--- src/rtl/encoder_pkg.sv ---
// Shared state encoding and default widths for the vocab encoder path.
// Optional miss statistics are enabled with ENCODER_STATS_EN.
package encoder_pkg;

   localparam int DATA_WIDTH = 8;
   localparam int ADDR_WIDTH = 4;
   localparam int VOCAB_AW   = 4;

   typedef enum logic [2:0] {
      IDLE,
      FETCH,
      SCAN,
      EMIT,
      FIN
   } enc_state_e;

endpackage

--- src/rtl/vocab_matcher.sv ---
// Vocab scan: address generator plus one-cycle-delayed compare against
// the latched symbol. First match wins; a miss on the last index ends.
module vocab_matcher
   import encoder_pkg::*;
#(
   parameter int DATA_WIDTH = encoder_pkg::DATA_WIDTH,
   parameter int VOCAB_AW   = encoder_pkg::VOCAB_AW,
   parameter logic [DATA_WIDTH-1:0] UNK_CODE = '1
) (
   input  logic                  clk,
   input  logic                  rst_n,
   input  logic                  start,
   input  logic [DATA_WIDTH-1:0] in_data,
   output logic [VOCAB_AW-1:0]   voc_addr,
   input  logic [DATA_WIDTH-1:0] voc_data,
   input  logic [DATA_WIDTH-1:0] code_data,
   output logic                  res_valid,
   output logic                  res_hit,
   output logic [DATA_WIDTH-1:0] res_code
);

   localparam logic [VOCAB_AW-1:0] LAST = '1;

   logic                  active;
   logic                  load;
   logic [DATA_WIDTH-1:0] sym;
   logic [VOCAB_AW-1:0]   idx;
   logic                  cmp;
   logic                  eq;

   assign cmp       = active & ~load;
   assign eq        = (voc_data == sym);
   assign res_hit   = cmp & eq;
   assign res_valid = cmp & (eq | (idx == LAST));
   assign res_code  = eq ? code_data : UNK_CODE;

   // idx trails voc_addr by one cycle to line up with the SRAM dout
   always_ff @(posedge clk or negedge rst_n) begin
      if (!rst_n) begin
         active   <= 1'b0;
         load     <= 1'b0;
         sym      <= '0;
         idx      <= '0;
         voc_addr <= '0;
      end else if (start) begin
         active   <= 1'b1;
         load     <= 1'b1;
         voc_addr <= '0;
      end else if (active) begin
         idx <= voc_addr;
         if (voc_addr != LAST)
            voc_addr <= voc_addr + 1'b1;
         if (load) begin
            sym  <= in_data;
            load <= 1'b0;
         end
         if (res_valid)
            active <= 1'b0;
      end
   end

endmodule

--- src/rtl/vocab_encoder.sv ---
// Streams vocab codes for each buffered symbol over a valid/ready port.
// Define ENCODER_STATS_EN to build the per-job miss counter (miss_cnt).
module vocab_encoder
   import encoder_pkg::*;
#(
   parameter int DATA_WIDTH = encoder_pkg::DATA_WIDTH,
   parameter int ADDR_WIDTH = encoder_pkg::ADDR_WIDTH,
   parameter int VOCAB_AW   = encoder_pkg::VOCAB_AW,
   parameter logic [DATA_WIDTH-1:0] UNK_CODE = '1
) (
   input  logic                  clk,
   input  logic                  rst_n,
   input  logic                  cs,
   input  logic [ADDR_WIDTH:0]   len,
   output logic [ADDR_WIDTH-1:0] in_addr,
   input  logic [DATA_WIDTH-1:0] in_data,
   output logic [VOCAB_AW-1:0]   voc_addr,
   input  logic [DATA_WIDTH-1:0] voc_data,
   input  logic [DATA_WIDTH-1:0] code_data,
   output logic                  out_valid,
   input  logic                  out_ready,
   output logic [DATA_WIDTH-1:0] out_code,
   output logic                  out_hit,
   output logic                  busy,
   output logic                  done
`ifdef ENCODER_STATS_EN
   ,
   output logic [ADDR_WIDTH:0]   miss_cnt
`endif
);

   localparam logic [ADDR_WIDTH:0] MAX_LEN = {1'b1, {ADDR_WIDTH{1'b0}}};

   enc_state_e            state;
   enc_state_e            state_nx;
   logic [ADDR_WIDTH:0]   idx;
   logic [ADDR_WIDTH:0]   idx_nx;
   logic [ADDR_WIDTH:0]   len_q;
   logic [ADDR_WIDTH:0]   len_cl;
   logic                  start;
   logic                  accept;
   logic                  m_valid;
   logic                  m_hit;
   logic [DATA_WIDTH-1:0] m_code;

   assign len_cl  = (len > MAX_LEN) ? MAX_LEN : len;
   assign start   = (state == IDLE) & cs;
   assign accept  = (state == EMIT) & out_valid & out_ready;
   assign idx_nx  = idx + 1'b1;
   assign in_addr = idx[ADDR_WIDTH-1:0];

   vocab_matcher #(
      .DATA_WIDTH (DATA_WIDTH),
      .VOCAB_AW   (VOCAB_AW),
      .UNK_CODE   (UNK_CODE)
   ) u_matcher (
      .clk       (clk),
      .rst_n     (rst_n),
      .start     (state == FETCH),
      .in_data   (in_data),
      .voc_addr  (voc_addr),
      .voc_data  (voc_data),
      .code_data (code_data),
      .res_valid (m_valid),
      .res_hit   (m_hit),
      .res_code  (m_code)
   );

   always_ff @(posedge clk or negedge rst_n) begin
      if (!rst_n)
         state <= IDLE;
      else
         state <= state_nx;
   end

   always_comb begin
      state_nx = state;
      unique case (state)
         IDLE:  if (cs) state_nx = (len_cl == '0) ? FIN : FETCH;
         FETCH: state_nx = SCAN;
         SCAN:  if (m_valid) state_nx = EMIT;
         EMIT:  if (accept) state_nx = (idx_nx == len_q) ? FIN : FETCH;
         FIN:   state_nx = IDLE;
         default: state_nx = IDLE;
      endcase
   end

   always_ff @(posedge clk or negedge rst_n) begin
      if (!rst_n) begin
         idx       <= '0;
         len_q     <= '0;
         out_valid <= 1'b0;
         out_code  <= '0;
         out_hit   <= 1'b0;
         busy      <= 1'b0;
         done      <= 1'b0;
      end else begin
         done <= (state == FIN);
         if (start) begin
            len_q <= len_cl;
            idx   <= '0;
            busy  <= 1'b1;
         end
         if (state == FIN)
            busy <= 1'b0;
         if ((state == SCAN) && m_valid) begin
            out_valid <= 1'b1;
            out_code  <= m_code;
            out_hit   <= m_hit;
         end
         if (accept) begin
            out_valid <= 1'b0;
            idx       <= idx_nx;
         end
      end
   end

`ifdef ENCODER_STATS_EN
   always_ff @(posedge clk or negedge rst_n) begin
      if (!rst_n)
         miss_cnt <= '0;
      else if (start)
         miss_cnt <= '0;
      else if (accept && !out_hit)
         miss_cnt <= miss_cnt + 1'b1;
   end
`endif

endmodule

--- config.mk ---
export PLATFORM = sky130hd
export DESIGN_NAME = vocab_encoder
export DESIGN_NICKNAME = d
export VERILOG_FILES = /design/src/rtl/encoder_pkg.sv /design/src/rtl/vocab_matcher.sv /design/src/rtl/vocab_encoder.sv
export SDC_FILE = /design/constraint.sdc
export NUM_CORES = 1
export LEC_CHECK = 0
export CAP_MARGIN = 15
export CORE_MARGIN = 4
export CORE_UTILIZATION = 25
export DETAILED_ROUTE_END_ITERATION = 10
export PLACE_DENSITY = 0.45
export SLEW_MARGIN = 5
export SYNTH_ARGS = -nofsm -noshare
export SYNTH_HDL_FRONTEND = slang
export SYNTH_SLANG_ARGS = --single-unit
--- constraint.sdc ---
create_clock -name clk -period 2.4 [get_ports clk]
set_input_delay 0.6 -clock clk [delete_from_list [all_inputs] [get_ports clk]]
set_output_delay 0.6 -clock clk [all_outputs]
set_load 0.01 [all_outputs]
Word-level counts from Yosys, hierarchy flattened
Cells that the tools add are included.
{"block": "op_classes", "add_sub_neg": 2, "n_lt_le_gt_ge": 1, "eq_ne": 11, "mux": 22, "n_bitwise": 9, "reduce_logical": 12}
{"operator": "$mux 3", "count": 5}
{"operator": "$mux 5", "count": 3}
{"operator": "$mux 4", "count": 3}
{"operator": "$pmux 3 s4", "count": 1}
{"operator": "$reduce_bool 2->1", "count": 5}
{"operator": "$mux 1", "count": 9}
{"operator": "$eq 8x8->1", "count": 1}
{"operator": "$mux 8", "count": 1}
{"operator": "$and 1x1->1", "count": 6}
{"operator": "$eq 3x2->1 const B", "count": 2}
{"operator": "$ne 2x2->1 const B", "count": 3}
{"operator": "$reduce_and 3->1", "count": 2}
{"operator": "$add 5x1->5 const B", "count": 1}
{"operator": "$eq 5x5->1", "count": 1}
{"operator": "$gt 5x5->1 const B", "count": 1}
{"operator": "$logic_not 5->1", "count": 1}
{"operator": "$add 4x1->4 const B", "count": 1}
{"operator": "$eq 4x4->1 const B", "count": 1}
{"operator": "$ne 4x4->1 const B", "count": 1}
{"operator": "$reduce_and 2->1", "count": 2}
{"operator": "$eq 3x1->1 const B", "count": 1}
{"operator": "$eq 3x3->1 const B", "count": 1}
{"operator": "$logic_not 3->1", "count": 1}
{"operator": "$not 1->1", "count": 2}
{"operator": "other kinds (2)", "count": 2}
{"block": "totals", "register_bits": 43, "word_cells": 70}

Longest topological paths before layout
Gate-level depths: netlist of the first run.
{"block": "depth", "ltp_word": 6, "depth_mapped": 6, "mapped_depth_nobuf": 6}

Cells and area by module
From an unflattened synthesis of the first run, not the netlist that was laid out.
{"block": "unflattened", "cells_unflattened": 186, "hier_area_um2": 2135.8}
{"module": "vocab_encoder", "n_inst": 1, "cells_per_inst": 109, "area_each_um2": 1242.4, "seq_area_each_um2": 625.6}
{"module": "vocab_matcher", "n_inst": 1, "cells_per_inst": 77, "area_each_um2": 893.4, "seq_area_each_um2": 450.4}

Least setup slack after synthesis of the first run
OpenSTA, ideal clock, no wires.
{"block": "synth_timing", "path_type": "reg-to-reg", "start": "register idx[0]", "end": "register state[2]", "arrival_ns": 1.615, "required_time_ns": 2.323, "path_slack_ns": 0.708, "path_stages_with_launch": 6, "n_path_buf": 0, "period_less_slack_ns": 1.692, "path_cell_list": "dfrtp_1 -> ha_1 -> xor2_1 -> a211oi_1 -> or3b_1 -> a21oi_1"}
{"block": "synth_via", "elab_chain_cells": 5}
{"item": "from (decl)", "line_no": "vocab_encoder.sv:36", "rtl": "logic [ADDR_WIDTH:0] idx;"}
{"item": "from (signal assigned)", "line_no": "vocab_encoder.sv:113", "rtl": "idx <= idx_nx;"}
{"item": "$add 5x1->5", "line_no": "vocab_encoder.sv:49", "rtl": "assign idx_nx = idx + 1'b1;"}
{"item": "$eq 5x5->1", "line_no": "vocab_encoder.sv:82", "rtl": "EMIT: if (accept) state_nx = (idx_nx == len_q) ? FIN : FETCH;"}
{"item": "$mux 3 (2 in a row)", "line_no": "vocab_encoder.sv:82"}
{"item": "$pmux 3 s4", "line_no": "vocab_encoder.sv:78", "rtl": "unique case (state)"}
{"item": "to (signal assigned)", "line_no": "vocab_encoder.sv:73", "rtl": "state <= state_nx;"}
{"item": "to (decl)", "line_no": "vocab_encoder.sv:34", "rtl": "enc_state_e state;"}
Every way passes these cells. The select of a mux whose other input is x is not followed.
A chain may end at the register's enable or synchronous reset.

Worst setup path after layout of the first run
{"block": "layout_timing", "start": "register idx[0]", "end": "output in_addr[0]"}
{"item": "to (decl)", "line_no": "vocab_encoder.sv:15", "rtl": "output logic [ADDR_WIDTH-1:0] in_addr,"}
No word-level cell between the ends.

==> results.yml, run 1 <==
power_and_ir_drop:
  swShare: 0.347
  intPower_mw: 1.96
  power_leakage_nw: 1.14
  power.net_switching_mw: 1.04
  comb_power_share: 0.413
  peakVddDrop_v: 0.000294
  seq_power_share: 0.439
  p_per_area_mw_per_mm2: 1080
  p_total_mw: 2.99
  clkPwrFrac: 0.148
sta:
  rsz0062_at_grt: "no"
  finalHoldViolations: 0
  slew_viol_final: 0
  clock_skew_ps: 3.36
  worstMarginPinSlew_ps: 718
  period_share: 0.836
  fmax_mhz: 498
  slew_headroom: 0.522
  fin_ws_ps: 394
  setup_viol: 0
  fin_crit_ps: 2010
  setup-tns-final_ps: 0
clock_network:
  cts_resized: 0
  cts_buffer_depth: 2
  cts_hold_buf: 0
  postCtsSetupBuffers: 0
  clkTransAtPathRegs_ps: 80
  cts_root_buf: "clkbuf_8"
  numClockSinks: 43
  worstSkewPairLatency_ps: 290
  h-tree-depth: 2
  cts_tree: "yes"
  cts_buffers: 5
synthesis:
  yosysSeqAreaShare: 0.518
  synth_area_per_cell_sq_um: 11.2
  synth_flop_cell: "dfrtp_1"
  netlist_top_cells_area: "dfrtp_1 52%, mux2_2 7.0%, xor2_1 5.9%"
  syn_inst: 186
  synth_edf_count: 0
  syn-cell-area_sq_mm: 0.00208
  yosysWarnings: 0
  yosys.area.top_type_share: 0.518
  yosys-top-cells-count: "43 x dfrtp_1, 18 x nand2_1, 14 x o21ai_0, 14 x xor2_1, 13 x mux2_2"
  synth.most_common_cell: "dfrtp_1"
  yosysUniqueCellTypes: 41
  ys_async_sr_fraction: 1.00
  syn-num-nets: 221
  synth.ff_latch_count: 43
  yosysTopAreaCell: "dfrtp_1"
run_status:
  status: "complete, no violations"
worst_setup_path:
  reg2reg_depth: 5
  crit_buf_inv: 1
  r2r-start: "idx[0]"
  cp-start-kind: "register"
  critPathRequiredTime_ps: 1800
  path_cells: "clkdlybuf4s50_1"
  rrSetupSlack_ps: 530
  crit_family: "buffers and inverters"
  path_class: "reg -> out"
  worst_path_largest_cell_delay_ps: 610
  endpoint_kind: "output pin"
  path_max_fanout: 6
  cp.depth: 1
  slowest_stage: "clkdlybuf4s50_1"
  r2r_end: "state[2]"
  crit_arrival_ps: 1410
placed_design:
  dp_hpwl_um: 3450
  post-place-ws_ps: 145
  routabilityCongestion: 0.718
  placed_cells: 336
  postPlaceCellArea_sq_mm: 0.00268
  io_buffers: 52
floorplanning:
  die_area_sq_mm: 0.00984
  die_height_um: 99.2
  ioPinCount: 53
  core_area_sq_mm: 0.00789
  chipWidth_um: 99.2
  rows: 32
  start_util: 0.263
global_route:
  grt_pass1_wl_um: 7690
  grt_pass1_vias: 1542
  antenna_found_initial: 0
  grt_max_degree: 33
  overflow: 0
  track_usage: 0.0972
drt:
  vias_per_cell: 4.38
  detail-route-antenna-nets: 0
  dr.first_iter.drc_count: 62
  wl_per_cell_um: 13.2
  drt_first_pass_iters: 4
  vias: 1507
  drc: 0
  wirelength_um: 4540
run:
  max_cap_viol_count: 0
layout:
  final_area_sq_mm: 0.00276
  diodes: 0
  drive_gt1_frac: 0.128
  final_cell_count_no_fill: 344
  area_delta_synth_final_pct: 32.9
  nNetsFinal: 276
worst_hold_path:
  min_path_type: "in -> async"
## routing by layer
layer | global-route usage | wire length (um) | vias up
met5 | 0 | 0 | -
met4 | 0.0347 | 62 | 0
met1 | 0.129 | 2160 | 701
met2 | 0.149 | 2060 | 36
li1 | - | - | 766
met3 | 0.0309 | 256 | 4
## area by class of cell
type                       count  area [sq um]
fill                         825          5120
sequential                    43          1080
multi-input combinational    131           917
timing repair buffer          56           546
tap                          102           128
clock buffer                   7          76.3
inverter                       4          15.0
clock inverter                 1          5.00
## power groups by stage
stage	clock network, mW	registers (mW)	logic (mW)
global route	0.495	1.37	1.38
global placement	0	1.34	1.24
detailed placement	0	1.34	1.26
CTS	0.469	1.32	1.26
finish	0.444	1.31	1.24
floorplan	0	1.28	0.858
## logic make-up after synthesis
family | synth area share
multiplexers | 0.0704
AND/OR/NAND/NOR | 0.172
adder cells (fa/ha/maj) | 0.0120
buffers and inverters | 0.0409
flip-flops | 0.518
AO/OA/AOI/OAI | 0.107
XOR/XNOR | 0.0795
## layout by cell type (no fill, tap or decap), drive strengths merged, types with 5 or more instances in the layout
cell type      instances
nand2                 18
nor2                  11
mux2                  13
o22a                   8
buf                    5
dfrtp                 43
o21ai                 15
nand3                  9
clkbuf                 7
clkdlybuf4s50         51
xor2                  14
nand2b                 8
## worst max-delay path by stage
stage / startpoint / endpoint / slack [ps]
floorplan: idx[0] / state[2] / 710
global placement: voc_data[4] / out_code[4] / 160
detailed placement: voc_data[0] / out_code[7] / 150
CTS: idx[0] / in_addr[0] / 360
global route: idx[0] / in_addr[0] / 310
finish: idx[0] / in_addr[0] / 390
## sequential cells by signal, summed over array words and instances (netlist names)
name	cells
done	1
u_matcher.idx	4
out_valid	1
busy	1
u_matcher.load	1
out_code	8
u_matcher.voc_addr	4
out_hit	1
u_matcher.sym	8
state	3
idx	5
len_q	5
u_matcher.active	1
## stage by stage
stage | hold WS [ps] | util
3_5_place_dp | 489 | 0.340
3_3_place_gp | 486 | 0.340
6_report | 356 | 0.350
2_1_floorplan | 304 | -
5_1_grt | 425 | 0.350
4_1_cts | 391 | 0.350
Power figures use the tool's default switching activity.
==> inputs of run 2 (changes only) <==
--- a/config.mk
+++ b/config.mk
@@ -9,7 +9,7 @@
 export CORE_MARGIN = 4
 export CORE_UTILIZATION = 25
 export DETAILED_ROUTE_END_ITERATION = 10
-export PLACE_DENSITY = 0.45
+export PLACE_DENSITY = 0.47
 export SLEW_MARGIN = 5
 export SYNTH_ARGS = -nofsm -noshare
 export SYNTH_HDL_FRONTEND = slang
==> constraint.sdc (replaced) <==
create_clock -name clk -period 1.6 [get_ports clk]
set_input_delay 0.4 -clock clk [delete_from_list [all_inputs] [get_ports clk]]
set_output_delay 0.4 -clock clk [all_outputs]
set_load 0.01 [all_outputs]
==> run 2 against run 1 <==
Effect of this change:
- the flow now finishes with violations (negative setup slack)
- die area unchanged
- setup slack worse by 450 ps
- critical path type is now reg -> reg
- power up 77%
- critical path depth increased by 5
- hold slack got worse by 300 ps
==> results.yml, run 2 (synthesis gave the netlist of run 1 again) <==
clock_network:
  cts_hold_buf: 0
  worstSkewPairLatency_ps: 300
  h-tree-depth: 2
  clkTransAtPathRegs_ps: 80
  cts_buffers: 5
  cts_root_buf: "clkbuf_8"
  cts_tree: "yes"
  cts_buffer_depth: 2
  numClockSinks: 43
sta:
  fin_crit_ps: 1660
  rsz0062_at_grt: "yes"
  clock_skew_ps: 8.02
  slew_headroom: 0.613
  worstMarginPinSlew_ps: 576
  setup_viol: 2
  setup-tns-final_ps: -62.4
  fmax_mhz: 604
  fin_ws_ps: -55.1
  finalHoldViolations: 0
  slew_viol_final: 0
  period_share: 1.03
worst_setup_path:
  path_max_fanout: 2
  reg2reg_depth: 6
  rrSetupSlack_ps: -60
  r2r_end: "state[2]"
  critPathRequiredTime_ps: 1830
  crit_path_start: "idx[1]"
  endpoint: "state[2]"
  path_class: "reg -> reg"
  endpoint_kind: "register"
  crit_arrival_ps: 1880
  cp-start-kind: "register"
  r2r-start: "idx[1]"
floorplanning:
  die_height_um: 99.2
  chipWidth_um: 99.2
  ioPinCount: 53
  rows: 32
  core_area_sq_mm: 0.00789
  die_area_sq_mm: 0.00984
  start_util: 0.263
layout:
  diodes: 0
  layout_commonest_cell: "dfrtp_1"
  register_area_sq_mm: 0.00108
  nNetsFinal: 303
  final_cell_count_no_fill: 371
  fill_cells: 796
  multiInputGateArea_sq_mm: 0.00110
  area_delta_synth_final_pct: 53.8
  final_core_util: 0.405
  drive_gt1_frac: 0.309
  largestRegisters: "out_code (8), u_matcher.sym (8)"
  final_cell_mix: "40 x dfrtp_1, 26 x buf_4, 23 x clkdlybuf4s50_1"
run:
  max_cap_viol_count: 0
placed_design:
  dp_hpwl_um: 3400
  placed_cells: 349
  routabilityCongestion: 0.754
  io_buffers: 52
drt:
  wirelength_um: 4880
  drc: 0
  vias_per_cell: 4.38
  drt_first_pass_iters: 4
  vias: 1624
  wl_met1_um: 2320
  highest_layer: "met4"
  detail-route-antenna-nets: 0
  dr.first_iter.drc_count: 45
  wl_per_cell_um: 13.2
  dr_wl_met3_um: 232
  met2WireLength_um: 2240
power_and_ir_drop:
  peakVddDrop_v: 0.000450
  p_per_area_mw_per_mm2: 1650
  power_leakage_nw: 1.43
global_route:
  track_usage: 0.105
  antenna_found_initial: 0
  overflow: 0
  grt_pass1_wl_um: 8190
  grt_pass1_vias: 1662
  grt_max_degree: 44
run_status:
  status: "finished, violations left"
  violations: "negative setup slack"
worst_hold_path:
  min_path_type: "in -> async"
## run 2: power by group
part | internal (mW) | switching [mW]
combinational | 1.40 | 1.17
sequential | 1.55 | 0.296
clock | 0.505 | 0.377
## run 2: cell type report
| class | count | area share |
|---|---|---|
| clock inverter | 2 | 0.0110 |
| timing repair buffer | 82 | 0.236 |
| clock buffer | 6 | 0.0258 |
| inverter | 4 | 0.00470 |
| multi-input combinational | 132 | 0.345 |
| sequential | 43 | 0.338 |
| tap | 102 | 0.0399 |
## run 2: timing repair
action	in CTS	in global routing
setup endpoints to repair	31	35
setup buffers	10	4
cloned	2	0
pin swaps	11	19
gates resized for setup	45	21
## run 2: worst min-delay path by stage
stage	startpoint	end	slack (ps)	cells past startpoint
6_report	rst_n	len_q[2]	60	2
4_1_cts	rst_n	out_hit	70	2
3_5_place_dp	rst_n	len_q[2]	400	2
5_1_grt	rst_n	u_matcher.sym[2]	80	2
2_1_floorplan	rst_n	busy	100	0
3_3_place_gp	rst_n	len_q[2]	400	2
## run 2: layer usage
metal,vias up,global-route usage
li1,806,-
met1,774,0.135
met2,37,0.169
met3,7,0.0245
met4,0,0.0441
met5,-,0
## run 2: worst max-delay path: stages, from the launching register on
cell	delay [ps]
dfrtp_1	390
buf_4	140
ha_4	210
xor2_1	160
a211oi_2	180
or3b_1	390
a21oi_2	120
## run 2: stage by stage
stage	hold WS, ps	total power [mW]	cell area (sq um)	worst slack (ps)
finish	55.0	5.29	3200	-55.1
global route	84.7	5.70	3200	-111
CTS	74.3	5.24	3100	-59.9
detailed placement	400	4.11	2820	-456
global placement	400	4.08	2820	-448
floorplan	104	3.23	2090	27.8
==> inputs of run 3 (changes only) <==
--- a/config.mk
+++ b/config.mk
@@ -9,6 +9,8 @@
 export CORE_MARGIN = 4
 export CORE_UTILIZATION = 25
 export DETAILED_ROUTE_END_ITERATION = 10
+export GPL_ROUTABILITY_DRIVEN = 0
+export GPL_TIMING_DRIVEN = 1
 export PLACE_DENSITY = 0.47
 export SLEW_MARGIN = 5
 export SYNTH_ARGS = -nofsm -noshare
==> results of run 3 <==
Same layout as run 2: the final DEF is identical, and so are final timing and power.
